[config.mk]
export PLATFORM = sky130hd
export DESIGN_NAME = bit_lock_ctrl
export DESIGN_NICKNAME = d
export VERILOG_FILES = /design/src/rtl/bit_lock_ctrl.sv
export SDC_FILE = /design/constraint.sdc
export NUM_CORES = 1
export LEC_CHECK = 0
export CORE_MARGIN = 4
export CORE_UTILIZATION = 57
export CTS_CLUSTER_SIZE = 10
export DETAILED_ROUTE_END_ITERATION = 12
export HOLD_SLACK_MARGIN = 0.15
export MAX_ROUTING_LAYER = met4
export PLACE_DENSITY = 0.86
export SLEW_MARGIN = 20
export SYNTH_ARGS = -nofsm -noshare
export SYNTH_HDL_FRONTEND = slang
export SYNTH_SLANG_ARGS = --single-unit
export TNS_END_PERCENT = 20
[constraint.sdc]
create_clock -name clk_300M -period 6.9 [get_ports clk_300M]
set_clock_uncertainty 0.15 [all_clocks]
set_input_delay 1.38 -clock clk_300M [delete_from_list [all_inputs] [get_ports clk_300M]]
set_output_delay 1.38 -clock clk_300M [all_outputs]
set_load 0.005 [all_outputs]
[src/rtl/bit_lock_ctrl.sv]
// bit_lock_ctrl: acquisition/tracking/lock controller that turns per-edge
// interval measurements into a bit-period word and phase-realign strobe.
// Ports: clk_300M, rst_n (async, active-low), edge_strobe, interval[CLK_LEN],
//   restart -> period[CLK_LEN], period_valid, phase_sync, locked,
//   state[2] (IDLE=0 ACQUIRE=1 TRACK=2 LOCKED=3), loss_cnt[8].
// Optional: define BIT_LOCK_TIMEOUT_EN to add an edge-silence timeout
//   in TRACK/LOCKED (period << TIMEOUT_SHIFT cycles).
module bit_lock_ctrl #(
   parameter int CLK_LEN       = 32,
   parameter int STABLE_LEN    = 4,
   parameter int LOCK_EDGES    = 16,
   parameter int MISS_LIMIT    = 4,
   parameter int TOL_SHIFT     = 3,
   parameter int MIN_PERIOD    = 4,
   parameter int TIMEOUT_SHIFT = 5
) (
   input  logic               clk_300M,
   input  logic               rst_n,
   input  logic               edge_strobe,
   input  logic [CLK_LEN-1:0] interval,
   input  logic               restart,
   output logic [CLK_LEN-1:0] period,
   output logic               period_valid,
   output logic               phase_sync,
   output logic               locked,
   output logic [1:0]         state,
   output logic [7:0]         loss_cnt
);

   typedef enum logic [1:0] {
      IDLE    = 2'd0,
      ACQUIRE = 2'd1,
      TRACK   = 2'd2,
      LOCKED  = 2'd3
   } state_t;

   localparam int HIT_W  = $clog2(LOCK_EDGES + 1);
   localparam int MISS_W = $clog2(MISS_LIMIT + 1);

   localparam logic [CLK_LEN-1:0] PER_ONES = '1;
   localparam logic [CLK_LEN-1:0] PER_MAX =
      {{(CLK_LEN-1){1'b1}}, 1'b0};
   localparam logic [CLK_LEN-1:0] PER_MIN =
      CLK_LEN'(MIN_PERIOD);
   localparam logic [HIT_W-1:0] HIT_LAST =
      HIT_W'(LOCK_EDGES - 1);
   localparam logic [MISS_W-1:0] MISS_LAST =
      MISS_W'(MISS_LIMIT - 1);

   state_t                st;
   logic [STABLE_LEN-1:0] stable;
   logic [HIT_W-1:0]      hit_cnt;
   logic [MISS_W-1:0]     miss_cnt;

   assign state = st;

   // Glitch filter: too-short intervals never reach the FSM.
   logic edge_ok;
   assign edge_ok = edge_strobe && (interval >= PER_MIN);

   logic trk;
   assign trk = (st == TRACK) || (st == LOCKED);

   // Classification window, one bit wider so period+tol and
   // 2*period-tol cannot wrap.
   logic [CLK_LEN:0] p_ext;
   logic [CLK_LEN:0] iv_ext;
   logic [CLK_LEN:0] tol;
   logic [CLK_LEN:0] lo;
   logic [CLK_LEN:0] hi;
   logic [CLK_LEN:0] dbl;
   logic [CLK_LEN:0] ign;

   assign p_ext  = {1'b0, period};
   assign iv_ext = {1'b0, interval};
   assign tol    = p_ext >> TOL_SHIFT;
   assign lo     = p_ext - tol;
   assign hi     = p_ext + tol;
   assign dbl    = {period, 1'b0};
   assign ign    = dbl - tol;

   logic is_hit;
   logic is_ign;
   logic is_miss;

   assign is_hit  = (iv_ext >= lo) && (iv_ext <= hi);
   assign is_ign  = !is_hit && (iv_ext >= ign);
   assign is_miss = !is_hit && !is_ign;

   // Slow tracking: one count toward the measured interval per hit,
   // clamped so the estimate stays usable and never saturates.
   logic [CLK_LEN-1:0] per_step;

   always_comb begin
      per_step = period;
      if ((interval > period) && (period < PER_MAX))
         per_step = period + 1'b1;
      else if ((interval < period) && (period > PER_MIN))
         per_step = period - 1'b1;
   end

   logic miss_loss;
   assign miss_loss = edge_ok && trk && is_miss &&
                      (miss_cnt == MISS_LAST);

   logic tmo_loss;

`ifdef BIT_LOCK_TIMEOUT_EN
   localparam int TMO_W = CLK_LEN + TIMEOUT_SHIFT;

   logic [TMO_W-1:0] tmo_cnt;
   logic [TMO_W-1:0] tmo_lim;

   assign tmo_lim = {period, {TIMEOUT_SHIFT{1'b0}}};

   // Cycles since the last strobe; only meaningful while tracking.
   always_ff @(posedge clk_300M or negedge rst_n) begin
      if (!rst_n)
         tmo_cnt <= '0;
      else if (restart || !trk || edge_strobe)
         tmo_cnt <= '0;
      else if (tmo_cnt != '1)
         tmo_cnt <= tmo_cnt + 1'b1;
   end

   assign tmo_loss = trk && !edge_strobe &&
                     (tmo_cnt > tmo_lim);
`else
   logic unused_tmo_cfg;
   assign unused_tmo_cfg = (TIMEOUT_SHIFT != 0);
   assign tmo_loss = 1'b0;
`endif

   logic lose;
   assign lose = miss_loss || tmo_loss;

   always_ff @(posedge clk_300M or negedge rst_n) begin
      if (!rst_n) begin
         st           <= IDLE;
         period       <= PER_ONES;
         period_valid <= 1'b0;
         phase_sync   <= 1'b0;
         locked       <= 1'b0;
         loss_cnt     <= '0;
         stable       <= '0;
         hit_cnt      <= '0;
         miss_cnt     <= '0;
      end else begin
         phase_sync <= 1'b0;
         if (restart || lose) begin
            // restart shares the loss teardown but is not a loss.
            st           <= IDLE;
            period       <= PER_ONES;
            period_valid <= 1'b0;
            locked       <= 1'b0;
            stable       <= '0;
            hit_cnt      <= '0;
            miss_cnt     <= '0;
            if (!restart && (loss_cnt != 8'hFF))
               loss_cnt <= loss_cnt + 8'd1;
         end else if (edge_ok) begin
            unique case (st)
               IDLE: begin
                  st <= ACQUIRE;
               end
               ACQUIRE: begin
                  if (interval < period) begin
                     period <= interval;
                     stable <= '0;
                  end else if (&stable) begin
                     st           <= TRACK;
                     period_valid <= 1'b1;
                     hit_cnt      <= '0;
                     miss_cnt     <= '0;
                  end else begin
                     stable <= stable + 1'b1;
                  end
               end
               TRACK, LOCKED: begin
                  unique case (1'b1)
                     is_hit: begin
                        miss_cnt <= '0;
                        period   <= per_step;
                        if (st == LOCKED) begin
                           phase_sync <= 1'b1;
                        end else if (hit_cnt == HIT_LAST) begin
                           st         <= LOCKED;
                           locked     <= 1'b1;
                           phase_sync <= 1'b1;
                        end else begin
                           hit_cnt <= hit_cnt + 1'b1;
                        end
                     end
                     is_ign: begin
                        // Run of identical bits: no information.
                     end
                     is_miss: begin
                        miss_cnt <= miss_cnt + 1'b1;
                     end
                  endcase
               end
               default: begin
                  st <= IDLE;
               end
            endcase
         end
      end
   end

endmodule

# Yosys cells after proc, flatten, opt, wreduce, memory -nomap -nowiden
# Index checks and enable logic that the tools add are counted.
[word_totals] regBits=57 latch_bits=0 mem_bits_rw=0 mem_bits_ro=0 input_bits=36 output_inout_bits=45 elab_cells=128 mem_count=0
[op_classes] addsub=9 multipliers=0 div_mod_pow=0 n_lt_le_gt_ge=8 n_eq_ne=18 n_shift=0 mux=51 n_bitwise=0 n_reduce_logical=33
[op_table] cell="two-way mux 32 bit" n=6
[op_table] cell=">= comparator 32 x 33 -> 1 bit" n=2
[op_table] cell="case mux 32 bit (2 select lines)" n=1
[op_table] cell="two-way mux 5 bit" n=7
[op_table] cell="adder 32 x 29 -> 33 bit" n=1
[op_table] cell="<= comparator 32 x 33 -> 1 bit" n=1
[op_table] cell="subtractor 32 x 29 -> 33 bit" n=1
[op_table] cell="subtractor 33 x 29 -> 33 bit" n=1
[op_table] cell="adder 32 x 1 -> 32 bit, second input constant" n=1
[op_table] cell=">= comparator 32 x 3 -> 1 bit, second input constant" n=1
[op_table] cell="greater-than comparator 32 x 3 -> 1 bit, second input constant" n=1
[op_table] cell="greater-than comparator 32 bit" n=1
[op_table] cell="< comparator 32 bit" n=1
[op_table] cell="< comparator 32 bit, second input constant" n=1
[op_table] cell="subtractor 32 x 1 -> 32 bit, second input constant" n=1
[op_table] cell="inequality test 3 bit, second input constant" n=8
[op_table] cell="two-way mux 4 bit" n=5
[op_table] cell="two-way mux 1 bit" n=17
[op_table] cell="AND reduction 5 bit" n=3
[op_table] cell="two-way mux 2 bit" n=7
[op_table] cell="two-way mux 3 bit" n=4
[op_table] cell="case mux 3 bit (2 select lines)" n=2
[op_table] cell="nonzero test 2 bit" n=6
[op_table] cell="logical AND 1 bit" n=10
[op_table] cell="23 further kinds" n=30

# Depth between registers and ports, before layout
[logic_depth] ltp_word=12 ltp_mapped=29 mapped_depth_nobuf=27

# Worst setup path before layout
# No wires, ideal clock.
[synth_timing] path_type="in2reg" start="input port interval[11]" end="register period[30]" setup_time_ns=0.085 arrival_ns=5.917 required_time_ns=6.665 path_slack_ns=0.748 cell_stages=21 cell_sequence="ha_1 -> and4_1 -> a221o_1 -> a21oi_1 -> a21oi_1 -> or4_1 -> buf_2 -> o211a_2 -> inv_1 -> ha_1 -> a21o_1 -> a21oi_1 -> o21a_1 -> nor2_1 -> a21o_1 -> a41o_1 -> nor4_1 -> o31ai_1 -> mux2i_1 -> o32ai_1 -> o21ai_0"
[synth_via] elab_chain_cells=11 word_cells_on_any_way=29 classes_between="6 x order compare; 3 x eq/ne; 5 x mux; 15 x reduce/logical"
[synth_rtl] element="start: declaration" line="20" text="input logic [CLK_LEN-1:0] interval,"
[synth_rtl] element=">= comparator 32 x 33 -> 1 bit / <= comparator 32 x 33 -> 1 bit (equally long branches)" line="86" text="assign is_hit = (iv_ext >= lo) && (iv_ext <= hi);"
[synth_rtl] element="logical AND 1 bit" line="86"
[synth_rtl] element="logical NOT 1 bit" line="87, 88"
[synth_rtl] element="logical AND 1 bit" line="87" text="assign is_ign = !is_hit && (iv_ext >= ign);"
[synth_rtl] element="logical NOT 1 bit" line="88" text="assign is_miss = !is_hit && !is_ign;"
[synth_rtl] element="logical AND 1 bit" line="88"
[synth_rtl] element="logical AND 1 bit (2 in a row)" line="103" text="assign miss_loss = edge_ok && trk && is_miss &&"
[synth_rtl] element="logical OR 1 bit" line="150" text="if (restart || lose) begin"
[synth_rtl] element="inequality test 4 bit (no source line), or another cell as far along"
[synth_rtl] element="AND reduction 5 bit (no source line)"
[synth_rtl] element="end signal: assignment" line="168" text="period <= interval;"
[synth_rtl] element="end signal: assignment" line="183" text="period <= per_step;"
[synth_rtl] element="end: declaration" line="22" text="output logic [CLK_LEN-1:0] period,"
# Parallel ways exist; a longest one is shown, timed or not. The select of a mux whose other input is x is not followed.
# A chain may end at the register's enable or synchronous reset.

# Worst setup path after layout
[layout_timing] start="register period[15]" end="register period[2]"
[layout_via] elab_chain_cells=12 word_cells_on_any_way=31 classes_between="3 x add/sub; 7 x order compare; 3 x eq/ne; 5 x mux; 13 x reduce/logical"
[layout_rtl] element="subtractor 32 x 29 -> 33 bit / adder 32 x 29 -> 33 bit (equally long branches)" line="77, 78"
[layout_rtl] element=">= comparator 32 x 33 -> 1 bit / <= comparator 32 x 33 -> 1 bit (equally long branches)" line="86"
[layout_rtl] element="logical AND 1 bit" line="86"
[layout_rtl] element="logical NOT 1 bit" line="87, 88"
[layout_rtl] element="logical AND 1 bit" line="87"
[layout_rtl] element="logical NOT 1 bit" line="88"
[layout_rtl] element="logical AND 1 bit" line="88"
[layout_rtl] element="logical AND 1 bit (2 in a row)" line="103"
[layout_rtl] element="logical OR 1 bit" line="150"
[layout_rtl] element="inequality test 4 bit (no source line), or another cell as far along"
[layout_rtl] element="AND reduction 5 bit (no source line)"
# Parallel ways exist; a longest one is shown, timed or not. The select of a mux whose other input is x is not followed.

==> results_dict.tcl <==
set metrics [dict create \
    worstMarginPinSlew_ns 0.894 \
    synthTopCellsByArea "ha_1 (26%), dfstp_2 (6.9%), a21oi_1 (6.8%), xnor2_1 (5.8%), dfrtp_1 (5.1%)" \
    drc 0 \
    cp-end-kind "flop" \
    cts_tree "done" \
    yosysTopAreaCellShare_pct 25.7 \
    grt_pass1_wl_um 64600 \
    critPathMaxStageDelay_ns 0.69 \
    async_flop_share_pct 100 \
    std_cell_rows 53 \
    syn_avg_cell_area_sq_um 8.02 \
    cts-root-buf "clkbuf_16" \
    layout-drive-gt1-share_pct 12.5 \
    crit_path_start_kind "flop" \
    grt_pass1_vias 12100 \
    cap_violations 0 \
    path_buf_inv 6 \
    wl_um 41300 \
    firstDrtPassIters 6 \
    maxSlewViolCount 0 \
    setup_viol 0 \
    cts_sinks 57 \
    drtIter0Drc 1450 \
    ys_ff_latch 57 \
    crit_fanout 16 \
    irDropWorstVdd_mv 0.143 \
    relSlewSlack_pct 40.3 \
    synth-edff-count 0 \
    reg2reg_depth 29 \
    fill_cells 1741 \
    syn_inst 1516 \
    fp.dieArea_sq_um 23700 \
    wl_per_cell_um 21.3 \
    fmax_ghz 0.151 \
    clk_latency_ns 0.34 \
    io_buffers 80 \
    fp.dieH_um 154 \
    syn-num-nets 1806 \
    outcome "finished clean" \
    yosysTopAreaCell "ha_1" \
    n_antenna_cell 0 \
    ant_nets 0 \
    layout_setup_ws_ns 0.258 \
    viasPerCell 6.56 \
    worst-path-stages 29 \
    ioPinCount 81 \
    fp.coreArea_sq_um 21000 \
    fin_crit_ns 6.64 \
    crit_type "flop to flop" \
    power_density_nw_per_um2 302 \
    worstHoldPathType "flop to flop" \
    cts_max_level 3 \
    start_util_pct 57.8 \
    ys_warn_count 0 \
    antenna_found_initial 0 \
    cts_buffers 9 \
    die_w_um 154 \
    ys_types 90 \
    dp_slack_ns 0.167 \
    min_period_over_period_pct 96.3 \
    grt_max_degree 58 \
    netlist_area_sq_um 12200 \
    syn_to_final_growth_pct 16.0 \
    hold_buffers 0 \
    track_usage_pct 34.6 \
    yosysSeqAreaShare_pct 12.1 \
    clockBufferDepth 2 \
    route.vias.total 12700 \
    power_uw 4260 \
    worstPathArrival_ns 6.75 \
    dp_hpwl_um 32700 \
    min_delay_path_depth 1 \
    p_leak_uw 0.00634 \
    place_congestion 1.05 \
    slowest_stage "dfstp_2" \
    finalHoldViolCount 0 \
    synth_ff_type "dfstp_2" \
    clkTransAtPathRegs_ns 0.05 \
    required_ns 7.00 \
    fin_nets 1944 \
    grt-ovfl-total 0 \
    crit_family "compound AO/OA/AOI/OAI gates" \
]
## layout by cell type (no fill, tap or decap), types with 8 or more instances in the layout
cell | netlist | final
inv_1 | 82 | 81
nor4_1 | 21 | 19
a211o_1 | 8 | 8
dfrtp_1 | 25 | 25
clkbuf_16 | 0 | 10
a21o_1 | 45 | 45
nand2_1 | 80 | 80
o211ai_1 | 9 | 9
ha_1 | 250 | 247
o21ai_0 | 82 | 80
and2_1 | 11 | 11
nor2_1 | 129 | 129
clkdlybuf4s50_1 | 0 | 79
dfstp_2 | 32 | 32
nor2b_1 | 16 | 16
nor3_1 | 43 | 43
xor2_1 | 33 | 33
nand2b_1 | 21 | 21
a31oi_1 | 9 | 8
buf_4 | 12 | 88
and3_1 | 16 | 16
nand3_1 | 36 | 35
or3_1 | 10 | 10
o21bai_1 | 26 | 26
o21a_1 | 17 | 17
xnor2_1 | 80 | 80
nand4_1 | 42 | 42
o21ai_1 | 6 | 8
a211oi_1 | 21 | 21
a21oi_1 | 165 | 163
a22oi_1 | 10 | 10
## metrics by stage
stage               hold slack [ns]  cells  TNS (ns)  utilization (%)  instance area, sq um
floorplan                     0.306   1516         0                -                 12200
global placement              0.325   1909         0             64.9                 13600
detailed placement            0.326   1909         0             64.9                 13600
CTS                           0.343   1925         0             66.3                 13900
global route                  0.391   1934    -0.160             67.0                 14100
finish                        0.340   1934         0             67.0                 14100
## worst register-to-register path: cells and delay by family (launching register included)
kind	cells	cell delay, ns
flops	1	0.69
buf+inv	6	0.96
simple gates	2	0.34
compound gates	19	3.66
fa+ha+maj	2	0.80
## registers in the layout, indices dropped and copies added, names as in the netlist
register	count
hit_cnt	5
state	2
locked	1
loss_cnt	8
phase_sync	1
period	32
period_valid	1
stable	4
miss_cnt	3
## path summary, 6_finish.rpt
path	slack, ns	from	end
worst max-delay path	0.26	period[15]$_DFFE_PN1P_	period[2]$_DFFE_PN1P_
worst min-delay path	0.34	miss_cnt[2]$_DFFE_PN0P_	miss_cnt[2]$_DFFE_PN0P_
worst max register to register	0.26	period[15]$_DFFE_PN1P_	period[2]$_DFFE_PN1P_
worst min register to register	0.34	miss_cnt[2]$_DFFE_PN0P_	miss_cnt[2]$_DFFE_PN0P_
max in group asynchronous	5.06	rst_n	loss_cnt[0]$_DFFE_PN0P_
min in group asynchronous	1.04	rst_n	hit_cnt[3]$_DFFE_PN0P_
## where the power goes
group          total [uW]  switching (uW)  leakage, uW  internal, uW
combinational        3320            1900      0.00551          1420
clock                 462             172     0.000145           290
sequential            478            92.2     0.000679           386
total                4260            2160      0.00634          2100
## synthesized netlist by cell type, types with 10 or more instances
cell type	instances
nand4_1	42
buf_4	12
inv_1	82
a211oi_1	21
dfrtp_1	25
nand3_1	36
xor2_1	33
nor4_1	21
ha_1	250
a21o_1	45
nor2b_1	16
nor3_1	43
a21oi_1	165
nor2_1	129
nand2_1	80
a22oi_1	10
nand2b_1	21
dfstp_2	32
o21a_1	17
and2_1	11
or3_1	10
and3_1	16
o21bai_1	26
o21ai_0	82
xnor2_1	80
buf_2	10
clkbuf_1	12
## per-layer routing
layer  track usage [%]  share of wire [%]  wire length [um]  up-vias
met2              52.6                 44             18100      645
met3              6.08                 10              4150      124
li1                  -                  -                 -     5952
met1              46.4                 42             17500     5957
met5                 -                  0                 0        -
met4              12.1                3.6              1500        0
## cell type report
| type | instances | area (sq um) | share of cell area (%) |
|---|---|---|---|
| inverters | 85 | 323 | 2.29 |
| flip-flops and latches | 57 | 1470 | 10.4 |
| clock inverters | 6 | 67.6 | 0.479 |
| well taps | 275 | 344 | 2.44 |
| clock buffers | 10 | 239 | 1.70 |
| multi-input cells | 1329 | 10100 | 71.8 |
| repair buffers | 172 | 1530 | 10.9 |
## timing repair
item                                    4_1_cts  5_1_grt
buffers inserted                              0        8
gates resized for setup                       0       14
endpoints found under the setup margin        0       54
endpoints found under the hold margin         0        0
## kinds of logic after synthesis
kind of cell	share of synthesized area [%]
AOI/OAI and AO/OA	28.0
and+or+nand+nor	19.3
adders and majority gates	26.4
buffers and inverters	5.08
xor gates and xnor gates	8.14
DFF	12.1
muxes	1.05
Power figures use the tool's default switching activity.
